--- src/rtl/riscv_ctrl_pkg.sv ---
// Shared encodings for the run controller of the single-cycle RISC-V core.
package riscv_ctrl_pkg;

    typedef enum logic [1:0] {
        ST_IDLE = 2'd0,
        ST_LOAD = 2'd1,
        ST_RUN  = 2'd2,
        ST_DONE = 2'd3
    } run_state_e;

    localparam logic [31:0] HALT_JAL_SELF = 32'h0000_006F;
    localparam logic [31:0] EBREAK        = 32'h0010_0073;

endpackage

--- src/rtl/run_cycle_counter.sv ---
// 32-bit RUN cycle counter; holds at all-ones instead of wrapping.
module run_cycle_counter (
    input  logic        clk,
    input  logic        rst_n,
    input  logic        clr,
    input  logic        en,
    output logic [31:0] count
);

    always_ff @(posedge clk or negedge rst_n) begin
        if (!rst_n) begin
            count <= '0;
        end else if (clr) begin
            count <= '0;
        end else if (en && (count != '1)) begin
            count <= count + 32'd1;
        end
    end

endmodule

--- src/rtl/cpu_run_ctrl.sv ---
// Load/run/done sequencer: streams a program into imem with the core held in
// reset, releases the core, and stops it on a halt instruction or cycle limit.
//
// state | meaning
// IDLE  | waiting for go; core held in reset
// LOAD  | accepting program words into imem; core held in reset
// RUN   | core released; counting cycles, watching for halt / limit
// DONE  | run finished; results held until the next go
module cpu_run_ctrl
    import riscv_ctrl_pkg::*;
#(
    parameter int unsigned IMEM_AW     = 8,
    parameter int unsigned CYCLE_LIMIT = 300,
    parameter logic [31:0] HALT_INSTR  = HALT_JAL_SELF
) (
    input  logic               clk,
    input  logic               start,
    input  logic               go,
    input  logic               abort,
    input  logic [IMEM_AW:0]   prog_len,
    input  logic               ld_valid,
    output logic               ld_ready,
    input  logic [31:0]        ld_data,
    output logic               imem_we,
    output logic [IMEM_AW-1:0] imem_addr,
    output logic [31:0]        imem_wdata,
    output logic               cpu_start,
    input  logic [31:0]        cpu_pc,
    input  logic [31:0]        cpu_instr,
    output logic               busy,
    output logic               done,
    output logic               timeout,
    output logic [31:0]        cycle_count,
    output logic [31:0]        halt_pc
);

    localparam logic [IMEM_AW:0]   MAX_LEN  = {1'b1, {IMEM_AW{1'b0}}};
    localparam logic [IMEM_AW:0]   LEN_ONE  = {{IMEM_AW{1'b0}}, 1'b1};
    localparam logic [IMEM_AW-1:0] PTR_ONE  = {{(IMEM_AW-1){1'b0}}, 1'b1};
    localparam logic [31:0]        LIMIT_M1 = 32'(CYCLE_LIMIT - 1);

    run_state_e         state_q, state_d;
    logic [IMEM_AW:0]   len_q;
    logic [IMEM_AW:0]   len_in;
    logic [IMEM_AW-1:0] wr_ptr_q;
    logic               ld_ready_q;
    logic               cpu_start_q;
    logic               busy_q;
    logic               done_q;
    logic               timeout_q;
    logic [31:0]        halt_pc_q;

    logic go_ok;
    logic accept;
    logic last_word;
    logic capture;
    logic timeout_set;
    logic cnt_en;

    assign len_in    = (prog_len > MAX_LEN) ? MAX_LEN : prog_len;
    assign last_word = ({1'b0, wr_ptr_q} == (len_q - LEN_ONE));

    always_comb begin
        state_d     = state_q;
        go_ok       = 1'b0;
        accept      = 1'b0;
        capture     = 1'b0;
        timeout_set = 1'b0;
        cnt_en      = 1'b0;
        case (state_q)
            ST_IDLE, ST_DONE: begin
                if (go) begin
                    go_ok   = 1'b1;
                    state_d = (len_in == '0) ? ST_RUN : ST_LOAD;
                end
            end
            ST_LOAD: begin
                if (abort) begin
                    state_d = ST_IDLE;
                end else if (ld_valid && ld_ready_q) begin
                    accept = 1'b1;
                    if (last_word) state_d = ST_RUN;
                end
            end
            ST_RUN: begin
                // a halt on the limit cycle is reported as a halt, not a timeout
                if (abort) begin
                    state_d = ST_IDLE;
                end else begin
                    cnt_en = 1'b1;
                    if (cpu_instr == HALT_INSTR) begin
                        state_d = ST_DONE;
                        capture = 1'b1;
                    end else if (cycle_count >= LIMIT_M1) begin
                        state_d     = ST_DONE;
                        capture     = 1'b1;
                        timeout_set = 1'b1;
                    end
                end
            end
            default: state_d = ST_IDLE;
        endcase
    end

    always_ff @(posedge clk or negedge start) begin
        if (!start) begin
            state_q     <= ST_IDLE;
            len_q       <= '0;
            wr_ptr_q    <= '0;
            ld_ready_q  <= 1'b0;
            cpu_start_q <= 1'b0;
            busy_q      <= 1'b0;
            done_q      <= 1'b0;
            timeout_q   <= 1'b0;
            halt_pc_q   <= '0;
        end else begin
            state_q     <= state_d;
            ld_ready_q  <= (state_d == ST_LOAD);
            cpu_start_q <= (state_d == ST_RUN);
            busy_q      <= (state_d == ST_LOAD) || (state_d == ST_RUN);
            done_q      <= (state_d == ST_DONE);
            if (go_ok) begin
                len_q     <= len_in;
                wr_ptr_q  <= '0;
                timeout_q <= 1'b0;
                halt_pc_q <= '0;
            end else begin
                if (accept) wr_ptr_q <= wr_ptr_q + PTR_ONE;
                if (capture) begin
                    halt_pc_q <= cpu_pc;
                    timeout_q <= timeout_set;
                end
            end
        end
    end

    run_cycle_counter u_cycle_counter (
        .clk   (clk),
        .rst_n (start),
        .clr   (go_ok),
        .en    (cnt_en),
        .count (cycle_count)
    );

    assign ld_ready   = ld_ready_q;
    assign imem_we    = accept;
    assign imem_addr  = (state_q == ST_LOAD) ? wr_ptr_q : '0;
    assign imem_wdata = accept ? ld_data : '0;
    assign cpu_start  = cpu_start_q;
    assign busy       = busy_q;
    assign done       = done_q;
    assign timeout    = timeout_q;
    assign halt_pc    = halt_pc_q;

endmodule

--- config.mk ---
export PLATFORM = sky130hd
export DESIGN_NAME = cpu_run_ctrl
export DESIGN_NICKNAME = d
export VERILOG_FILES = /design/src/rtl/riscv_ctrl_pkg.sv /design/src/rtl/run_cycle_counter.sv /design/src/rtl/cpu_run_ctrl.sv
export SDC_FILE = /design/constraint.sdc
export NUM_CORES = 1
export LEC_CHECK = 0
export CORE_ASPECT_RATIO = 1.75
export CORE_MARGIN = 1.5
export CORE_UTILIZATION = 45
export DETAILED_ROUTE_END_ITERATION = 8
export GPL_ROUTABILITY_DRIVEN = 1
export PLACE_DENSITY = 0.86
export SLEW_MARGIN = 30
export SYNTH_ARGS = -nofsm -noshare
export SYNTH_HDL_FRONTEND = slang
export SYNTH_SLANG_ARGS = --single-unit
--- constraint.sdc ---
create_clock -name clk -period 4.25 [get_ports clk]
set_clock_uncertainty 0.05 [all_clocks]
set_input_delay 1.275 -clock clk [delete_from_list [all_inputs] [get_ports clk]]
set_output_delay 1.275 -clock clk [all_outputs]
set_load 0.005 [all_outputs]
==> Word-level counts from Yosys, hierarchy flattened <==
Cells that the tools add are included.
{ "totals": {"input_bits": 110, "output_inout_bits": 110, "wordCells": 67, "register_bits": 88} }
{ "op_classes": {"n_mux": 34, "reduce_logical": 9, "add_sub_neg": 3, "magnitude_cmp": 2, "n_eq_ne": 9} }
{ "ops": {"columns": ["op", "count"], "rows": [
  ["$mux W32", 5],
  ["$add A32 B1 Y32 const B", 1],
  ["$eq A32 B7 Y1 const B", 1],
  ["$ge A32 B9 Y1 const B", 1],
  ["$ne A32 B32 Y1 const B", 1],
  ["$mux W8", 3],
  ["$mux W1", 16],
  ["$mux W2", 8],
  ["$eq A8 B9 Y1", 1],
  ["$gt A9 B9 Y1 const B", 1],
  ["$logic_not A9 Y1", 1],
  ["$mux W9", 1],
  ["$sub A9 B1 Y9 const B", 1],
  ["$add A8 B1 Y8 const B", 1],
  ["$eq A2 B2 Y1 const B", 4],
  ["$pmux W2 S3", 1],
  ["$reduce_bool A2 Y1", 3],
  ["$eq A2 B1 Y1 const B", 2],
  ["$logic_and A1 B1 Y1", 2],
  ["$logic_not A2 Y1", 1],
  ["$reduce_or A2 Y1", 1],
  ["$logic_or A1 B1 Y1", 1]
]} }

==> Logic depth before layout (Yosys ltp) <==
{ "depth": {"ltp_word": 8, "ltp_mapped": 10, "ltp_nobuf": 10} }

==> By module <==
Synthesis repeated with hierarchy kept, for this count alone.
{ "hier_totals": {"hier_cells": 565, "area_unflattened_um2": 5054.8} }
{ "by_module_without_submodules": {"columns": ["module", "cells_each", "area_each_um2", "seq_area_each_um2", "n_inst"], "rows": [
  ["cpu_run_ctrl", 367, 3200.6, 1401.3, 1],
  ["run_cycle_counter", 198, 1854.3, 800.8, 1]
]} }

==> Worst setup path before layout <==
No wires, ideal clock.
{ "synth_path": {"path_kind": "input -> output", "startpoint": "input abort", "endpoint": "output imem_wdata[10]", "arrival_time_ps": 2359, "setup_slack_ps": 566, "path_stages": 5, "required_time_ps": 2925, "n_path_buf": 2, "cell_sequence": "nor2b_1 -> and3_1 -> clkbuf_1 -> clkbuf_1 -> and2_1"} }
{ "synth_between": {"elab_chain_len": 3} }
{ "synth_lines": {"columns": ["element", "line", "rtl"], "rows": [
  ["start, declared", "cpu_run_ctrl.sv:19", "input logic abort,"],
  ["$mux W1", "cpu_run_ctrl.sv:78", "if (abort) begin"],
  ["$mux W1", "cpu_run_ctrl.sv:70", "case (state_q)"],
  ["$mux W32", "cpu_run_ctrl.sv:148", "assign imem_wdata = accept ? ld_data : '0;"],
  ["end, declared", "cpu_run_ctrl.sv:26", "output logic [31:0] imem_wdata,"]
]} }
No other way between the ends.

==> Final worst setup path <==
{ "layout_path": {"startpoint": "input ld_valid", "endpoint": "output imem_wdata[22]"} }
{ "layout_between": {"elab_chain_len": 5} }
{ "layout_lines": {"columns": ["element", "line", "rtl"], "rows": [
  ["start, declared", "cpu_run_ctrl.sv:21", "input logic ld_valid,"],
  ["$logic_and A1 B1 Y1", "cpu_run_ctrl.sv:80", "end else if (ld_valid && ld_ready_q) begin"],
  ["$mux W1", "cpu_run_ctrl.sv:80", null],
  ["$mux W1", "cpu_run_ctrl.sv:78", null],
  ["$mux W1", "cpu_run_ctrl.sv:70", null],
  ["$mux W32", "cpu_run_ctrl.sv:148", null]
]} }
No other way between the ends.

==> qor.csv <==
metric,value,unit
crit_chain,clkdlybuf4s50_1 -> and3_4 -> clkbuf_16 -> and2_1 -> clkdlybuf4s50_1,
path_buf_inv,3,
syn_to_final_growth,55.0,%
critical-path-top-delay-family,buffers and inverters,
drc,0,
synthArstFlopShare,100,%
core,0.0102,sq mm
finalNetCount,809,
peakVddDrop,304,uV
clock.fmax,238,MHz
cp-end-kind,output port,
totalWireLength,14.7,mm
crit_top_cell,clkdlybuf4s50_1,
path_max_fanout,18,
h-tree-depth,3,
start_util,46.3,%
port-buffer-count,219,
post_drt_via_cell_ratio,5.51,
timing.final.ws_setup,0.0493,ns
dr.pass1.iters,6,
synth_cells,476,
status,finished clean,
dpl_worst_slack,-0.0257,ns
rsz0062_at_grt,no,
synth-seq-cells,88,
clockBufferDepth,2,
yosys.cell_types.count,55,
period_minus_slack,4.20,ns
crit_type,input pin to output port,
yosysWarnings,0,
drtIter0Drc,235,
wl_met1,5.11,mm
start_kind,input pin,
syn_nets,594,
synth-edff-count,0,
critPathArrivalTime,2.88,ns
slowest_delay,0.52,ns
grt_pass1_vias,4786,
io_pins,220,
cts.clk_slew.worst_paths,0.06,ns
wire_per_inst,17.9,um
ant_nets,0,
dieArea,0.0112,sq mm
mostFrequentLayoutCells,"clkdlybuf4s50_1 (211), dfrtp_1 (88), and2_1 (42), nor2_1 (39), nand2_1 (34)",
fp.dieH,139,um
grt.total_usage,26.8,%
routabilityCongestion,0.912,
antenna_found_initial,0,
clockRootBuffer,clkbuf_16,
cp_slowest_cell,clkdlybuf4s50_1,
cap_violations,0,
hpwl,10.8,mm
grt_overflow,0,
worstMarginPinSlew,0.769,ns
drive_gt1_share,5.46,%
avgSynthCellArea,9.96,sq um
cts_buffers,9,
fp-row-count,49,
cts_tree,yes,
dr.max_layer_used,met4,
final_common_cell,clkdlybuf4s50_1,
setup_tns,0,ns
post-route-period-util,98.8,%
hold_buffers,0,
hp-class,flip-flop to flip-flop,
insertion_delay,0.34,ns
final_max_slew_viol_count,0,
power,2.63,mW
clock-sinks,88,
vias,4537,
hold_viol,0,
max_slew_margin,48.7,%
wl_met3,865,um
ys_seq_area_share,46.5,%
p_leak,3.15,nW
grt_start_max_net_pins,89,
synthFlopType,dfrtp_1,
setup_viol,0,
num_antenna_cells,0,
die_x,80.6,um
required,2.92,ns
wl_met2,8.27,mm
syn_area,0.00474,sq mm
pwr_density_cell,358,mW/mm^2
grt_pass1_wl,23.1,mm
## flip-flops by register name, summed over array words and instances, names as in the netlist
| name | cells |
|---|---|
| busy | 1 |
| cpu_start | 1 |
| done | 1 |
| halt_pc | 32 |
| ld_ready | 1 |
| len_q | 9 |
| state_q | 2 |
| timeout | 1 |
| u_cycle_counter.count | 32 |
| wr_ptr_q | 8 |
## worst register-to-register path, stage by stage, from the launching register on
cell and delay [ns]:
dfrtp_1 0.46, nor4_1 0.36, nand4_1 0.23, nor3_2 0.44, a21oi_4 0.14, nor2_4 0.59, a22o_1 0.31
## what timing repair did
| action | in CTS | in global routing |
|---|---|---|
| cloned | 0 | 2 |
| resized for setup | 4 | 5 |
| setup buffers | 1 | 2 |
| setup endpoints to repair | 31 | 29 |
## routing by layer
| metal | GRT usage [%] | up-vias |
|---|---|---|
| li1 | - | 2141 |
| met1 | 28.0 | 2168 |
| met2 | 50.0 | 191 |
| met3 | 4.74 | 37 |
| met4 | 12.3 | 0 |
| met5 | 0 | - |
## final timing paths
check	startpoint	endpoint	slack [ns]	cells past startpoint
worst max-delay path	ld_valid	imem_wdata[22]	0.05	5
worst max register to register	u_cycle_counter.count[17]	halt_pc[24]	1.60	6
max in group asynchronous	start	u_cycle_counter.count[27]	2.69	1
worst min register to register	halt_pc[16]	halt_pc[16]	0.45	1
worst min-delay path	halt_pc[16]	halt_pc[16]	0.45	1
min in group asynchronous	start	len_q[5]	0.94	1
## cells by family (layout without fill, tap and decap cells)
group	Yosys count	after routing	share of synthesized area [%]
muxes	1	1	0.211
xor gates and xnor gates	40	40	7.39
AOI/OAI and AO/OA	81	81	12.8
and+or+nand+nor	226	226	27.0
DFF	88	88	46.5
buffers and inverters	32	252	4.04
adders and majority gates	8	8	2.11
## synthesized netlist by cell type (all sizes together), types with 9 or more instances
cell    instances  area share (%)
xnor2          23             4.2
nand2          34             2.7
nand4          16             2.1
nor3           10             1.2
nor2           40             3.2
nand3b         10             1.6
or3            12             1.6
dfrtp          88              46
buf             9             2.2
nor4           18             2.8
and2           43             5.7
clkbuf         15             1.2
a21oi          11             1.4
a22o           32             5.9
nand3          13             1.4
o21ai          18             1.9
xor2           17             3.1
## area by class of cell
class                           instances  area, sq um
Tap cell                              127          159
Sequential cell                        88         2200
Inverter                                8         30.0
Timing Repair Buffer                  228         2310
Clock inverter                          6         43.8
Fill cell                             750         2890
Clock buffer                           10          239
Multi-Input combinational cell        356         2360
## power breakdown
group / switching (mW) / internal [mW]
Sequential: 0.0896 / 0.914
Clock: 0.328 / 0.414
Combinational: 0.474 / 0.415
Total: 0.891 / 1.74
## through the flow
step	utilization (%)	instance area, sq um	hold WS (ns)	instances
floorplan	-	4740	0.416	476
global placement	68.1	6970	0.439	802
detailed placement	68.2	6980	0.441	802
CTS	71.0	7270	0.459	819
global route	71.8	7350	0.469	823
finish	71.8	7350	0.454	823
Power figures use the tool's default switching activity.
